<file path="src/rtl/fade_pkg.sv">
// Shared types for the fade sequencer: requester modes, FSM states and the gain ceiling helper.
package fade_pkg;

    typedef enum logic [1:0] {
        NOP         = 2'b00,
        FADE_OUT    = 2'b01,
        FADE_IN     = 2'b10,
        FADE_OUT_IN = 2'b11
    } fade_mode_t;

    typedef enum logic [2:0] {
        IDLE,
        GRANT,
        DOWN,
        UP,
        DONE
    } fade_state_t;

    localparam int unsigned GAIN_BITS_DEFAULT = 8;

    // Unity gain for a given gain word width (all ones).
    function automatic int unsigned gain_max_of(input int unsigned bits);
        return (32'd1 << bits) - 32'd1;
    endfunction

endpackage

</file>
<file path="src/rtl/fade_rr_arbiter.sv">
// Combinational round-robin arbiter: searches upward from ptr and reports the first active request.
module fade_rr_arbiter #(
    parameter int NUM_REQ = 2,
    parameter int IDX_W   = 1
) (
    input  logic [NUM_REQ-1:0] req,
    input  logic [IDX_W-1:0]   ptr,
    input  logic               update,
    output logic [NUM_REQ-1:0] winner,
    output logic [IDX_W-1:0]   winner_idx,
    output logic               found
);

    always_comb begin
        winner     = '0;
        winner_idx = '0;
        found      = 1'b0;
        for (int i = 0; i < NUM_REQ; i++) begin
            if (update && !found && req[(int'(ptr) + i) % NUM_REQ]) begin
                found                                 = 1'b1;
                winner[(int'(ptr) + i) % NUM_REQ]     = 1'b1;
                winner_idx                            = IDX_W'((int'(ptr) + i) % NUM_REQ);
            end
        end
    end

endmodule

</file>
<file path="src/rtl/fade_sequencer.sv">
// Shared fade engine sequenced on behalf of NUM_REQ requesters with round-robin grants.
// Optional FADE_PAUSE_EN adds a pause input that freezes the active leg.
module fade_sequencer
    import fade_pkg::*;
#(
    parameter int NUM_REQ   = 2,
    parameter int GAIN_BITS = 8,
    parameter int STEP_BITS = 22
) (
    input  logic                         clk,
    input  logic                         n_reset,
    input  logic [NUM_REQ-1:0]           req,
    input  logic [2*NUM_REQ-1:0]         req_mode,
    input  logic [STEP_BITS*NUM_REQ-1:0] req_step,
    input  logic                         abort,
`ifdef FADE_PAUSE_EN
    input  logic                         pause,
`endif
    output logic [NUM_REQ-1:0]           grant,
    output logic                         busy,
    output logic                         done,
    output logic [GAIN_BITS-1:0]         gain
);

    localparam int IDX_W = (NUM_REQ > 1) ? $clog2(NUM_REQ) : 1;
    localparam logic [GAIN_BITS-1:0] GAIN_MAX = GAIN_BITS'(gain_max_of(GAIN_BITS));

    fade_state_t          state, state_nxt;
    logic [GAIN_BITS-1:0] gain_nxt;
    logic [STEP_BITS-1:0] presc, presc_nxt;
    logic [IDX_W-1:0]     ptr, ptr_nxt;
    logic [IDX_W-1:0]     widx_q;
    logic [NUM_REQ-1:0]   onehot_q;
    fade_mode_t           mode_q, cur_mode;
    logic [STEP_BITS-1:0] step_q;
    logic [NUM_REQ-1:0]   arb_winner;
    logic [IDX_W-1:0]     arb_idx;
    logic                 arb_found;
    logic                 pause_act;

`ifdef FADE_PAUSE_EN
    assign pause_act = pause;
`else
    assign pause_act = 1'b0;
`endif

    fade_rr_arbiter #(
        .NUM_REQ (NUM_REQ),
        .IDX_W   (IDX_W)
    ) u_arb (
        .req        (req),
        .ptr        (ptr),
        .update     (state == IDLE),
        .winner     (arb_winner),
        .winner_idx (arb_idx),
        .found      (arb_found)
    );

    assign ptr_nxt  = (arb_idx == IDX_W'(NUM_REQ - 1)) ? '0 : arb_idx + 1'b1;
    // The winner still holds its command during GRANT, so read it live to pick the first leg.
    assign cur_mode = fade_mode_t'(req_mode[2*widx_q +: 2]);

    assign grant = (state == GRANT) ? onehot_q : '0;
    assign busy  = (state != IDLE);
    assign done  = (state == DONE);

    always_comb begin
        state_nxt = state;
        gain_nxt  = gain;
        presc_nxt = presc;
        case (state)
            IDLE: begin
                if (arb_found) state_nxt = GRANT;
            end
            GRANT: begin
                presc_nxt = '0;
                case (cur_mode)
                    FADE_OUT, FADE_OUT_IN: state_nxt = DOWN;
                    FADE_IN:               state_nxt = UP;
                    default:               state_nxt = DONE;
                endcase
            end
            DOWN: begin
                if (abort) begin
                    state_nxt = DONE;
                    presc_nxt = '0;
                end else if (pause_act) begin
                    state_nxt = DOWN;
                end else if (gain == '0) begin
                    state_nxt = (mode_q == FADE_OUT_IN) ? UP : DONE;
                    presc_nxt = '0;
                end else if (presc == step_q) begin
                    presc_nxt = '0;
                    gain_nxt  = gain - 1'b1;
                end else begin
                    presc_nxt = presc + 1'b1;
                end
            end
            UP: begin
                if (abort) begin
                    state_nxt = DONE;
                    presc_nxt = '0;
                end else if (pause_act) begin
                    state_nxt = UP;
                end else if (gain == GAIN_MAX) begin
                    state_nxt = DONE;
                    presc_nxt = '0;
                end else if (presc == step_q) begin
                    presc_nxt = '0;
                    gain_nxt  = gain + 1'b1;
                end else begin
                    presc_nxt = presc + 1'b1;
                end
            end
            DONE: begin
                state_nxt = IDLE;
            end
            default: begin
                state_nxt = IDLE;
            end
        endcase
    end

    always_ff @(posedge clk or negedge n_reset) begin
        if (!n_reset) begin
            state <= IDLE;
            gain  <= GAIN_MAX;
            presc <= '0;
            ptr   <= '0;
        end else begin
            state <= state_nxt;
            gain  <= gain_nxt;
            presc <= presc_nxt;
            if (arb_found) ptr <= ptr_nxt;
        end
    end

    // Command capture: only meaningful once a grant has been issued, so no reset needed.
    always_ff @(posedge clk) begin
        if (arb_found) begin
            widx_q   <= arb_idx;
            onehot_q <= arb_winner;
        end
        if (state == GRANT) begin
            mode_q <= cur_mode;
            step_q <= req_step[STEP_BITS*widx_q +: STEP_BITS];
        end
    end

endmodule

</file>
<file path="config.mk">
export PLATFORM = sky130hd
export DESIGN_NAME = fade_sequencer
export DESIGN_NICKNAME = d
export VERILOG_FILES = /design/src/rtl/fade_pkg.sv /design/src/rtl/fade_rr_arbiter.sv /design/src/rtl/fade_sequencer.sv
export SDC_FILE = /design/constraint.sdc
export NUM_CORES = 1
export LEC_CHECK = 0
export CAP_MARGIN = 25
export CORE_MARGIN = 2
export CORE_UTILIZATION = 52
export CTS_CLUSTER_SIZE = 24
export DETAILED_ROUTE_END_ITERATION = 8
export GPL_TIMING_DRIVEN = 0
export PLACE_DENSITY = 0.8
export SLEW_MARGIN = 30
export SYNTH_ARGS = -nofsm -noshare
export SYNTH_HDL_FRONTEND = slang
export SYNTH_SLANG_ARGS = --single-unit
</file>
<file path="constraint.sdc">
create_clock -name clk -period 3.77 [get_ports clk]
set_input_delay 0.9425 -clock clk [delete_from_list [all_inputs] [get_ports clk]]
set_output_delay 0.9425 -clock clk [all_outputs]
set_load 0.05 [all_outputs]
</file>
==> results of run 1 <==
## final timing paths
path	endpoint	slack, ps
worst max-delay path	grant[0]	440
worst min-delay path	presc[20]$_DFFE_PN0P_	500
worst max register to register	gain[6]$_DFFE_PN1P_	1150
worst min register to register	gain[7]$_DFFE_PN1P_	510
max in group asynchronous	gain[5]$_DFFE_PN1P_	2760
min in group clk	gain[7]$_DFFE_PN1P_	510
## cells by family (layout without fill, tap and decap cells)
group	count (synthesis)	count (layout)	share of synthesized area [%]
compound gates	51	51	9.79
xor+xnor	46	46	11.7
buf+inv	26	108	3.34
fa+ha+maj	8	8	3.12
mux	30	30	9.75
flops	61	61	48.4
simple gates	86	86	13.9
## metal layers
metal	track usage [%]	up-vias	wire [um]
met5	0	-	0
met4	8.66	0	112
met3	5.54	10	332
met2	34.5	63	3570
met1	27.8	1238	3110
li1	-	1272	-
## through the flow
step | cell area, um^2 | worst slack [ps] | power [mW]
floorplan | 3460 | 713 | 1.45
global placement | 4190 | -135 | 1.65
detailed placement | 4230 | 794 | 1.69
CTS | 4480 | 395 | 2.42
global route | 4480 | 307 | 2.53
finish | 4480 | 440 | 2.41
## synth_stat cells, types with 6 or more instances
library cell   n  area share (%)
xnor2_1       27             6.9
ha_1           7             2.5
nand3_1        8             1.2
mux2_1         6             2.0
xor2_1        19             4.8
a21oi_1       22             3.2
nand2_1       15             1.6
dfrtp_1       26              19
nand4_1        9             1.6
mux2_2        23             7.5
nor3_1        13             1.9
nor2_1        11             1.2
edfxtp_1      27              23
dfstp_2        8             6.1
inv_1         14             1.5
## state kept, by name, indices dropped and copies added (netlist names)
| register | flops |
|---|---|
| widx_q | 1 |
| onehot_q | 2 |
| presc | 22 |
| mode_q | 2 |
| state | 3 |
| step_q | 22 |
| ptr | 1 |
| gain | 8 |
## critical path: stages (launching register included)
cell and delay (ps):
dfrtp_1 340, buf_4 150, inv_1 90, nor3_4 460, and2_1 200, clkdlybuf4s50_1 800
## cell type report
| type | instances | area, um^2 |
|---|---|---|
| fillers | 475 | 1900 |
| multi-input cells | 221 | 1680 |
| flip-flops and latches | 61 | 1670 |
| repair buffers | 66 | 674 |
| clock buffers | 12 | 155 |
| well taps | 77 | 96.3 |
| clock inverters | 4 | 95.1 |
| plain buffers | 12 | 62.6 |
| inverters | 14 | 52.6 |
## power groups by stage
stage          Clock (mW)  Sequential, mW  Combinational (mW)
3_5_place_dp            0           0.940               0.751
2_1_floorplan           0           0.926               0.522
4_1_cts             0.738           0.929               0.758
3_3_place_gp            0           0.940               0.707
6_report            0.728           0.928               0.751
5_1_grt             0.765           0.940               0.826
## placed cells by master, fill, tap and decap left out, types with 3 or more instances in the layout
master	instances
dfstp_2	8
a21oi_1	22
nand2_1	15
clkbuf_8	11
bufinv_16	3
nor2b_1	4
o21bai_1	4
edfxtp_1	27
buf_2	6
o21ai_0	5
mux2_1	6
clkdlybuf4s50_1	63
inv_1	14
clkbuf_1	6
nor3_1	12
nand4_1	9
dfrtp_1	26
nor4_1	5
and3_1	4
a211oi_1	3
xnor2_1	27
and2_1	3
nor2_1	11
ha_1	7
mux2_2	23
xor2_1	19
nand3_1	8
o211ai_1	3
==> flow_summary.json, run 1 <==
{
  "syn_to_final_growth_pct": 29.9,
  "fin_util_pct": 70.2,
  "postCtsSetupRepairBufs": 0,
  "hp-class": "in2async",
  "first_pass_iters": 4,
  "whs_ps": 498,
  "clock_latency_ps": 350,
  "cp.arrival_ps": 2390,
  "synth_nets": 369,
  "fin_crit_sh_pct": 88.3,
  "period_needed_ps": 3330,
  "vdd_ir_drop_max_v": 0.000444,
  "clk_pin_slew_ps": 70,
  "p_sw_mw": 0.744,
  "synth_edf_count": 27,
  "place_hpwl_um": 5420,
  "grt_overflow": 0,
  "skew_ps": 11.2,
  "die_w_um": 85.5,
  "dieArea_um2": 7300,
  "cts_buffer_depth": 2,
  "critPathKind": "reg2out",
  "htree_num_levels": 3,
  "drive_gt1_share_pct": 17.7,
  "leakagePower_nw": 1.77,
  "syn_avg_cell_area_um2": 11.2,
  "wl_per_cell_um": 15.2,
  "crit_start": "state[0]$_DFFE_PN0P_",
  "placed_cells": 451,
  "internal_power_mw": 1.66,
  "layout.nets": 446,
  "tightest_slew_ps": 559,
  "end_kind": "output port",
  "yosys_warnings": 0,
  "ys_ff_latch": 61,
  "cts_resized": 0,
  "cts_tree": "yes",
  "drv_cap": 0,
  "grt_usage_pct": 21.5,
  "p_comb_share_pct": 31.2,
  "post-route-drc-count": 0,
  "start_util_pct": 54.0,
  "syn-cell-area_um2": 3450,
  "r2r_start": "state[2]$_DFFE_PN0P_",
  "async_flop_share_pct": 55.7,
  "path_max_fanout": 11,
  "outcome": "completed",
  "startpoint_type": "register",
  "reg2reg_depth": 9,
  "grt_max_degree": 23,
  "slew_violations": 0,
  "hold_buffers": 0,
  "clkPwrFrac_pct": 30.2,
  "tns_ps": 0,
  "synth_ff_type": "edfxtp_1",
  "power.density_nw_per_um2": 537,
  "grt_first_pass_wirelength_um": 12100,
  "setup-violations-final": 0,
  "fmax_mhz": 300,
  "synthCells": 308,
  "slew_headroom_pct": 62.7,
  "num_rows": 29,
  "yosysSeqAreaShare_pct": 48.4,
  "cp.required_ps": 2830,
  "drt_wl_total_um": 7120,
  "rsz0062_at_grt": "false",
  "antenna_cells": 0,
  "ys_types": 47,
  "grt_pass1_vias": 2578,
  "drtIter0Drc": 149,
  "root_buffer": "clkbuf_8",
  "layout.cells.non_filler": 467,
  "vias": 2583,
  "cts_buffers": 9,
  "via_per_inst": 5.53,
  "cts_sinks": 61,
  "die_y_um": 85.5,
  "portBuffers": 64,
  "io_pins": 65,
  "ant_nets": 0,
  "seq_power_share_pct": 38.5,
  "swShare_pct": 30.9,
  "gp_congestion": 0.826,
  "antenna_found_initial": 0,
  "core_area_um2": 6390,
  "hold_violations": 0
}
(Power assumes the default switching activity.)
==> run 2: changes to the inputs <==
PLACE_DENSITY = 0.78   (was 0.8)
==> run 2 against run 1 <==
Routed wire length increased by 3.2%; sequential share of layout area up 0.71 points; flip-flop and latch count unchanged; clock skew down 5.0 ps; utilization down 1.3 points; register-to-register slack worse by 40 ps; cell count unchanged; sequential power is essentially flat; via count increased by 2.2%; largest cell class unchanged; largest power group unchanged.
==> flow_summary.json, run 2 (synthesis results as in run 1) <==
{
  "placed_area_um2": 4230,
  "design_area_um2": 4400,
  "die_y_um": 85.5,
  "clock_latency_ps": 340,
  "postCtsSetupRepairBufs": 0,
  "tightest_slew_ps": 586,
  "grt_first_pass_wirelength_um": 12400,
  "leakagePower_nw": 1.73,
  "slew_headroom_pct": 60.9,
  "die_w_um": 85.5,
  "wl_met1_um": 3230,
  "mostFrequentLayoutCells": "clkdlybuf4s50_1 (63), xnor2_1 (27), edfxtp_1 (27), dfrtp_1 (26), mux2_2 (23)",
  "cts_resized": 0,
  "nFillCells": 489,
  "slew_violations": 0,
  "multi_input_comb_area_um2": 1680,
  "place_hpwl_um": 5560,
  "cp_cell_sequence": "buf_4, inv_1, nor3_4, and2_1, clkdlybuf4s50_1",
  "power.density_nw_per_um2": 496,
  "top_regs": "presc x22, step_q x22, gain x8",
  "layout_setup_ws_ps": 438,
  "wl_per_cell_um": 15.7,
  "fin_crit_sh_pct": 88.4,
  "hold_buffers": 0,
  "clk_pin_slew_ps": 70,
  "dr.max_layer_used": "met4",
  "syn_to_final_growth_pct": 27.5,
  "grt_overflow": 0,
  "antenna_cells": 0,
  "cp.arrival_ps": 2390,
  "slowest_delay_ps": 800,
  "internal_power_mw": 1.42,
  "num_rows": 29,
  "skew_ps": 6.19,
  "register_area_um2": 1670,
  "p_sw_mw": 0.759,
  "first_pass_iters": 4,
  "gp_congestion": 0.882,
  "hold_violations": 0,
  "setup-violations-final": 0,
  "root_buffer": "clkbuf_8",
  "grt_max_degree": 22,
  "antenna_found_initial": 0,
  "cts_sinks": 61,
  "swShare_pct": 34.7,
  "cts_buffers": 9,
  "drv_cap": 0,
  "fin_util_pct": 68.9,
  "cp.required_ps": 2830,
  "pre_cts_ws_ps": 785,
  "vias": 2641,
  "drtIter0Drc": 117,
  "seq_power_share_pct": 42.5,
  "vdd_ir_drop_max_v": 0.000399,
  "clkPwrFrac_pct": 22.8,
  "layout.nets": 446,
  "outcome": "completed",
  "total_power_mw": 2.18,
  "wl_met2_um": 3710,
  "grt_usage_pct": 21.5,
  "drt_wl_total_um": 7350,
  "end_kind": "output port",
  "path_delay_family": "buffers and inverters",
  "worst-path-buf-inv": 3,
  "htree_num_levels": 3,
  "critPathKind": "reg2out",
  "start_util_pct": 54.0,
  "io_pins": 65,
  "fmax_mhz": 300,
  "period_needed_ps": 3330,
  "wl_met3_um": 287,
  "final_common_cell": "clkdlybuf4s50_1",
  "grt_pass1_vias": 2691,
  "slowest_stage": "clkdlybuf4s50_1",
  "path_max_fanout": 11,
  "p_comb_share_pct": 34.7,
  "hp-class": "reg2reg",
  "cts_buffer_depth": 2,
  "dieArea_um2": 7300,
  "startpoint_type": "register",
  "cts_tree": "yes",
  "via_per_inst": 5.66,
  "post-route-drc-count": 0,
  "whs_ps": 514,
  "core_area_um2": 6390,
  "rsz0062_at_grt": "false",
  "ant_nets": 0,
  "drive_gt1_share_pct": 17.7,
  "portBuffers": 64
}
[run 2: power by group through the flow]
stage               sequential (mW)  clock (mW)  combinational (mW)
finish                        0.928       0.498               0.757
global route                  0.940       0.533               0.828
CTS                           0.929       0.507               0.759
detailed placement            0.943           0               0.755
global placement              0.942           0               0.704
floorplan                     0.926           0               0.522
[run 2: final timing paths]
check | startpoint | end | slack [ps] | cells past startpoint
min in group asynchronous | n_reset | ptr$_DFFE_PN0P_ | 520 | 1
worst min register to register | gain[7]$_DFFE_PN1P_ | gain[7]$_DFFE_PN1P_ | 510 | 1
worst max-delay path | state[0]$_DFFE_PN0P_ | grant[1] | 440 | 5
worst min-delay path | gain[7]$_DFFE_PN1P_ | gain[7]$_DFFE_PN1P_ | 510 | 1
max in group asynchronous | n_reset | gain[2]$_DFFE_PN1P_ | 2730 | 2
worst max register to register | state[2]$_DFFE_PN0P_ | gain[6]$_DFFE_PN1P_ | 1110 | 9
[run 2: worst reg2reg max path: cells and delay by family, from the launching register on]
family	cells	cell delay [ps]
simple gates	3	1080
fa+ha+maj	1	460
flops	1	360
compound gates	3	360
buf+inv	1	180
mux	1	160
[run 2: cell type report]
| class | count | share of cell area, % |
|---|---|---|
| buffer | 12 | 1.42 |
| clock buffer | 10 | 2.90 |
| clock inverter | 6 | 0.882 |
| inverter | 14 | 1.19 |
| multi-input combinational | 221 | 38.1 |
| sequential | 61 | 38.0 |
| tap | 77 | 2.19 |
| timing repair buffer | 66 | 15.3 |
[run 2: layer usage]
metal	track usage (%)	vias to the layer above
li1	-	1276
met1	27.9	1285
met2	35.6	70
met3	4.96	10
met4	7.36	0
met5	0	-
[run 2: through the flow]
step                std cells  TNS (ps)
finish                    467         0
detailed placement        451         0
CTS                       467         0
global route              467         0
global placement          449      -311
floorplan                 308         0
